--- src/rtl/tcdm_master_shim.sv ---
// Per-master TCDM front end: request FIFO, bank/row decode, outstanding cap, registered responses.
// Optional XOR bank scrambling enabled by defining TCDM_SHIM_SCRAMBLE_EN.
module tcdm_master_shim #(
    parameter int unsigned NumBanks  = 16,
    parameter int unsigned AddrWidth = 32,
    parameter int unsigned DataWidth = 32,
    parameter int unsigned FifoDepth = 4,
    parameter int unsigned MaxOutst  = 8,
    localparam int unsigned BankBits = $clog2(NumBanks),
    localparam int unsigned BeWidth  = DataWidth / 8,
    localparam int unsigned OffBits  = $clog2(BeWidth),
    localparam int unsigned RowWidth = AddrWidth - OffBits - BankBits,
    localparam int unsigned OutstW   = $clog2(MaxOutst + 1)
) (
    input  logic                 clk_i,
    input  logic                 rst_i,
    input  logic                 req_i,
    input  logic [AddrWidth-1:0] add_i,
    input  logic                 wen_i,
    input  logic [DataWidth-1:0] wdata_i,
    input  logic [BeWidth-1:0]   be_i,
    output logic                 gnt_o,
    output logic                 rvalid_o,
    output logic [DataWidth-1:0] rdata_o,
    output logic                 req_o,
    output logic [BankBits-1:0]  bank_o,
    output logic [RowWidth-1:0]  add_o,
    output logic                 wen_o,
    output logic [DataWidth-1:0] wdata_o,
    output logic [BeWidth-1:0]   be_o,
    input  logic                 gnt_i,
    input  logic                 rvalid_i,
    input  logic [DataWidth-1:0] rdata_i,
    output logic [OutstW-1:0]    outst_o,
    output logic                 err_o
);

    localparam int unsigned PtrW = $clog2(FifoDepth);
    localparam int unsigned CntW = $clog2(FifoDepth + 1);

    typedef struct packed {
        logic [BankBits-1:0]  bank;
        logic [RowWidth-1:0]  row;
        logic                 wen;
        logic [DataWidth-1:0] wdata;
        logic [BeWidth-1:0]   be;
    } entry_t;

    entry_t               mem_q [FifoDepth];
    entry_t               mem_d [FifoDepth];
    logic [PtrW-1:0]      wptr_q, wptr_d, rptr_q, rptr_d;
    logic [CntW-1:0]      cnt_q, cnt_d;
    logic [OutstW-1:0]    popped_q, popped_d;
    logic                 rvalid_q, rvalid_d;
    logic [DataWidth-1:0] rdata_q, rdata_d;
    logic                 err_q, err_d;

    logic                 fifo_full, fifo_empty, push, pop;
    logic [OutstW-1:0]    outst;
    logic [BankBits-1:0]  bank_dec;
    entry_t               wr_entry, head;
    logic                 unused_off;

    // Byte offset is carried by be_i, so the low address bits are dropped.
    assign unused_off = ^add_i[OffBits-1:0];

    always_comb begin
`ifdef TCDM_SHIM_SCRAMBLE_EN
        bank_dec = add_i[OffBits +: BankBits] ^ add_i[OffBits+BankBits +: BankBits];
`else
        bank_dec = add_i[OffBits +: BankBits];
`endif
        wr_entry.bank  = bank_dec;
        wr_entry.row   = add_i[AddrWidth-1 : OffBits+BankBits];
        wr_entry.wen   = wen_i;
        wr_entry.wdata = wdata_i;
        wr_entry.be    = be_i;
    end

    assign fifo_full  = (cnt_q == CntW'(FifoDepth));
    assign fifo_empty = (cnt_q == '0);
    assign outst      = OutstW'(cnt_q) + popped_q;
    assign gnt_o      = !fifo_full && (outst < OutstW'(MaxOutst));
    assign req_o      = !fifo_empty;
    assign push       = req_i && gnt_o;
    assign pop        = req_o && gnt_i;
    assign head       = mem_q[rptr_q];

    assign bank_o   = head.bank;
    assign add_o    = head.row;
    assign wen_o    = head.wen;
    assign wdata_o  = head.wdata;
    assign be_o     = head.be;
    assign outst_o  = outst;
    assign rvalid_o = rvalid_q;
    assign rdata_o  = rdata_q;
    assign err_o    = err_q;

    // FIFO storage, pointers and in-flight accounting.
    always_comb begin
        mem_d    = mem_q;
        wptr_d   = wptr_q;
        rptr_d   = rptr_q;
        cnt_d    = cnt_q;
        popped_d = popped_q;
        err_d    = err_q;
        rvalid_d = rvalid_i;
        rdata_d  = rvalid_i ? rdata_i : rdata_q;

        if (push) begin
            mem_d[wptr_q] = wr_entry;
            wptr_d        = wptr_q + PtrW'(1);
        end
        if (pop) begin
            rptr_d = rptr_q + PtrW'(1);
        end
        if (push && !pop) begin
            cnt_d = cnt_q + CntW'(1);
        end else if (!push && pop) begin
            cnt_d = cnt_q - CntW'(1);
        end

        // A response with nothing popped is an interconnect protocol error.
        if (pop && !rvalid_i) begin
            popped_d = popped_q + OutstW'(1);
        end else if (!pop && rvalid_i) begin
            if (popped_q == '0) begin
                err_d = 1'b1;
            end else begin
                popped_d = popped_q - OutstW'(1);
            end
        end
    end

    always_ff @(posedge clk_i) begin
        mem_q <= mem_d;
    end

    always_ff @(posedge clk_i or posedge rst_i) begin
        if (rst_i) begin
            wptr_q   <= '0;
            rptr_q   <= '0;
            cnt_q    <= '0;
            popped_q <= '0;
            rvalid_q <= 1'b0;
            rdata_q  <= '0;
            err_q    <= 1'b0;
        end else begin
            wptr_q   <= wptr_d;
            rptr_q   <= rptr_d;
            cnt_q    <= cnt_d;
            popped_q <= popped_d;
            rvalid_q <= rvalid_d;
            rdata_q  <= rdata_d;
            err_q    <= err_d;
        end
    end

endmodule

--- config.mk ---
export PLATFORM = sky130hd
export DESIGN_NAME = tcdm_master_shim
export DESIGN_NICKNAME = d
export VERILOG_FILES = /design/src/rtl/tcdm_master_shim.sv
export SDC_FILE = /design/constraint.sdc
export NUM_CORES = 1
export LEC_CHECK = 0
export ABC_AREA = 1
export BUFFER_PORTS_ARGS = -buffer_cell sky130_fd_sc_hd__buf_4
export CAP_MARGIN = 10
export CORE_MARGIN = 5
export CORE_UTILIZATION = 50
export CTS_CLUSTER_SIZE = 24
export DETAILED_ROUTE_END_ITERATION = 12
export PLACE_DENSITY = 0.8
export SYNTH_ARGS = -nofsm -noshare
export SYNTH_HDL_FRONTEND = slang
export SYNTH_SLANG_ARGS = --single-unit
--- constraint.sdc ---
create_clock -name clk_i -period 4.37 [get_ports clk_i]
set_input_delay 0.874 -clock clk_i [delete_from_list [all_inputs] [get_ports clk_i]]
set_output_delay 0.874 -clock clk_i [all_outputs]
set_load 0.01 [all_outputs]
==> reports/summary.md <==
Outcome
- complete, no violations — status

Die
- 165 um — Die X-Extent
- 165 um — vertical die dimension
- 0.511 — starting density of the core
- 27200 sq um — Die Outline Area
- 23500 sq um — core area
- 213 — total I/O pin count
- 56 — row count

Global route
- 0 — overflow left after global routing
- 8096 — vias in the first global route
- 0.195 — global-route usage over all layers
- 42000 um — first-pass GRT wire length
- 136 — maximum number of pins on one net before global-route repair
- 0 — antenna violations before repair

Clock network
- 0 — cts hold-fix bufs
- 0.06 ns — clock transition time at the flip-flop clock pins of the worst setup and hold paths
- 31 — clock buffers created by TritonCTS
- sky130_fd_sc_hd__clkbuf_16 — CTS root buffer
- 0.55 ns — clock network latency to the later pin of the worst-skew pair
- 313 — clk sink count
- 1 — H-tree level count
- done — CTS tree
- 0 — # Post-CTS Setup Buffers
- 0 — Resized cells post-CTS
- 3 — clock tree buffer depth

Setup path
- output pin — endpoint type of the worst setup path
- sky130_fd_sc_hd__dfrtp_4 — Max stage delay cell, worst path
- 0.90 ns — slowest stage delay, CP
- 70 — critical path peak fanout
- flip-flop — nature of the critical path startpoint
- cnt_q[2] — startpoint of the worst-slack reg-to-reg timing path
- 1.57 ns — R2R Setup Slk
- rptr_q[0] — first element of the critical path
- 3.50 ns — worst endpoint required time
- 7 — Worst Reg-to-Reg Cells
- reg2out — kind of critical path
- buf_4, o21ai_0, o22ai_1, buf_4 — critical-path cell list
- 2.83 ns — Worst Path Arrival
- sky130_fd_sc_hd__buf_4 — most repeated library cell on the critical path
- mem_q[206] — worst flop-to-flop path endpoint
- wen_o — end point of the critical path

STA
- 0.664 ns — worst setup slack after layout
- 0 — final setup vio count
- 0 — max-slew violation count
- 0.0129 ns — Clock Skews
- 0 — number of failing hold endpoints at the final stage
- false — setup repair after global routing missed its margin
- 0.320 — Max-Slew Margin vs Limit
- 1.02 ns — transition time at the pin with the least slew margin
- 3.71 ns — post-layout minimum cycle time
- 270 MHz — Fmax
- 0.848 — final clock period utilization by the worst path

Pwr
- 0.0102 W — post-layout total power
- 0.456 mV — VDD IR max
- 685 nW/um^2 — PD cells
- 5.65 nW — total leakage power

Hold path
- reg2reg — worst hold path class

Route
- 5 — drt first pass iters
- 385 — number of DRC markers in iteration 0
- 7688 — vias after detailed routing
- 0 — final antenna-violating net count
- 26700 um — DRT Wirelength
- 18.6 um — post-detailed-route wirelength per cell
- 5.36 — detailed-route vias per instance
- 0 — Post-route DRC

Finish
- 0.630 — final cell utilization of the core
- 1763 — filler instances
- 0.249 — layout cell share with drive strength beyond 1
- 14800 sq um — final design area excluding fillers
- 1215 — number of nets in the finished design
- 0 — antenna diode count
- 23.4% — Syn-to-layout area delta

Synth
- 26 — Unique masters post-synth
- 0.144 — fraction of registers with async set/reset
- 12000 sq um — Mapped Area
- 268 — number of flops mapped to enable cells by yosys
- 13.5 sq um — average size of a mapped cell
- 0.763 — register area share after synthesis
- 313 — flip-flop and latch count after synthesis
- sky130_fd_sc_hd__edfxtp_1 — prevailing post-synth register cell
- 0 — total of warnings raised by yosys
- 889 — post-synthesis instance total
- 1010 — net count of the mapped netlist

Place
- 0.812 — GP Congestion
- 15800 um — detailed-placement wirelength estimate
- 1.25 ns — post-place setup slack
- 13800 sq um — DP Area
- 210 — number of port buffers

Job
- 0 — Maximum Capacitance Violations

## synth_stat cells, types with 3 or more instances
cell type | count | area share
sky130_fd_sc_hd__clkbuf_1 | 17 | 0.0053
sky130_fd_sc_hd__nor2_1 | 144 | 0.045
sky130_fd_sc_hd__o22ai_1 | 67 | 0.035
sky130_fd_sc_hd__buf_6 | 9 | 0.0084
sky130_fd_sc_hd__edfxtp_1 | 268 | 0.67
sky130_fd_sc_hd__clkbuf_2 | 6 | 0.0025
sky130_fd_sc_hd__fa_1 | 3 | 0.0050
sky130_fd_sc_hd__a21oi_1 | 5 | 0.0021
sky130_fd_sc_hd__nand2_1 | 114 | 0.036
sky130_fd_sc_hd__buf_2 | 15 | 0.0062
sky130_fd_sc_hd__xor2_1 | 3 | 0.0022
sky130_fd_sc_hd__inv_1 | 24 | 0.0075
sky130_fd_sc_hd__dfrtp_1 | 45 | 0.094
sky130_fd_sc_hd__xnor2_1 | 5 | 0.0036
sky130_fd_sc_hd__o21ai_0 | 135 | 0.056
sky130_fd_sc_hd__nand4_1 | 3 | 0.0016
sky130_fd_sc_hd__nand3_1 | 4 | 0.0017
sky130_fd_sc_hd__ha_1 | 12 | 0.012
## through the flow
step | TNS [ns] | std cells | hold slack (ns)
2_1_floorplan | -36.41 | 889 | 0.492
3_3_place_gp | 0 | 1380 | 0.455
3_5_place_dp | 0 | 1380 | 0.460
4_1_cts | 0 | 1435 | 0.475
5_1_grt | 0 | 1435 | 0.497
6_report | 0 | 1435 | 0.472
## layout make-up
class	instances	area, sq um	share of cell area
Clock buffer	42	867	0.0585
Clock inverter	13	115	0.00776
Inverter	26	103	0.00692
Multi-Input combinational cell	500	2470	0.167
Sequential cell	313	9180	0.619
Tap cell	319	399	0.0269
Timing Repair Buffer	222	1690	0.114
## cell families after synthesis
| group | after synthesis | share of synthesized area |
|---|---|---|
| simple gates | 267 | 0.0851 |
| compound gates | 210 | 0.0948 |
| xor+xnor | 8 | 0.00583 |
| buf+inv | 76 | 0.0335 |
| fa+ha+maj | 15 | 0.0175 |
| flops | 313 | 0.763 |
## sequential cells by signal, indices dropped and copies added (netlist names)
signal    count
rvalid_o      1
rptr_q        2
popped_q      4
err_o         1
wptr_q        2
cnt_q         3
rdata_o      32
mem_q       268
## where the power goes
part           switching (W)  total (W)  internal (W)  leakage [nW]
clock                0.00105    0.00254       0.00150         0.490
combinational        0.00215    0.00354       0.00139          2.19
sequential          0.000254    0.00407       0.00382          2.97
total                0.00345     0.0102       0.00671          5.65
## worst min-delay path by stage
stage / startpoint / end / slack (ns) / cells past startpoint
2_1_floorplan: wptr_q[1] / wptr_q[1] / 0.49 / 2
3_3_place_gp: rdata_o[1] / rdata_o[1] / 0.46 / 2
3_5_place_dp: rdata_o[3] / rdata_o[3] / 0.46 / 2
4_1_cts: rdata_o[3] / rdata_o[3] / 0.47 / 2
5_1_grt: rdata_o[4] / rdata_o[4] / 0.50 / 2
6_report: rdata_o[3] / rdata_o[3] / 0.47 / 2
## worst max-delay path: cells and delay by family (launching register included)
kind / cells / cell delay [ns]
AO/OA/AOI/OAI: 2 / 0.50
buffers and inverters: 2 / 0.83
flip-flops: 1 / 0.90
## cell usage in the layout (no fill, tap or decap), types with 6 or more instances in the layout
master,n
sky130_fd_sc_hd__o22ai_1,67
sky130_fd_sc_hd__o21ai_0,135
sky130_fd_sc_hd__clkbuf_16,31
sky130_fd_sc_hd__clkbuf_1,6
sky130_fd_sc_hd__edfxtp_1,268
sky130_fd_sc_hd__clkinv_2,7
sky130_fd_sc_hd__nand2_1,114
sky130_fd_sc_hd__dfrtp_1,43
sky130_fd_sc_hd__ha_1,12
sky130_fd_sc_hd__nor2_1,140
sky130_fd_sc_hd__inv_1,24
sky130_fd_sc_hd__buf_4,220
## per-layer routing
metal	track usage	up-vias	routed length, um
met5	0	-	0
met4	0.0518	0	499
met3	0.0578	37	2340
met2	0.345	255	13500
met1	0.233	3786	10300
li1	-	3610	-
Power figures use the tool's default switching activity.
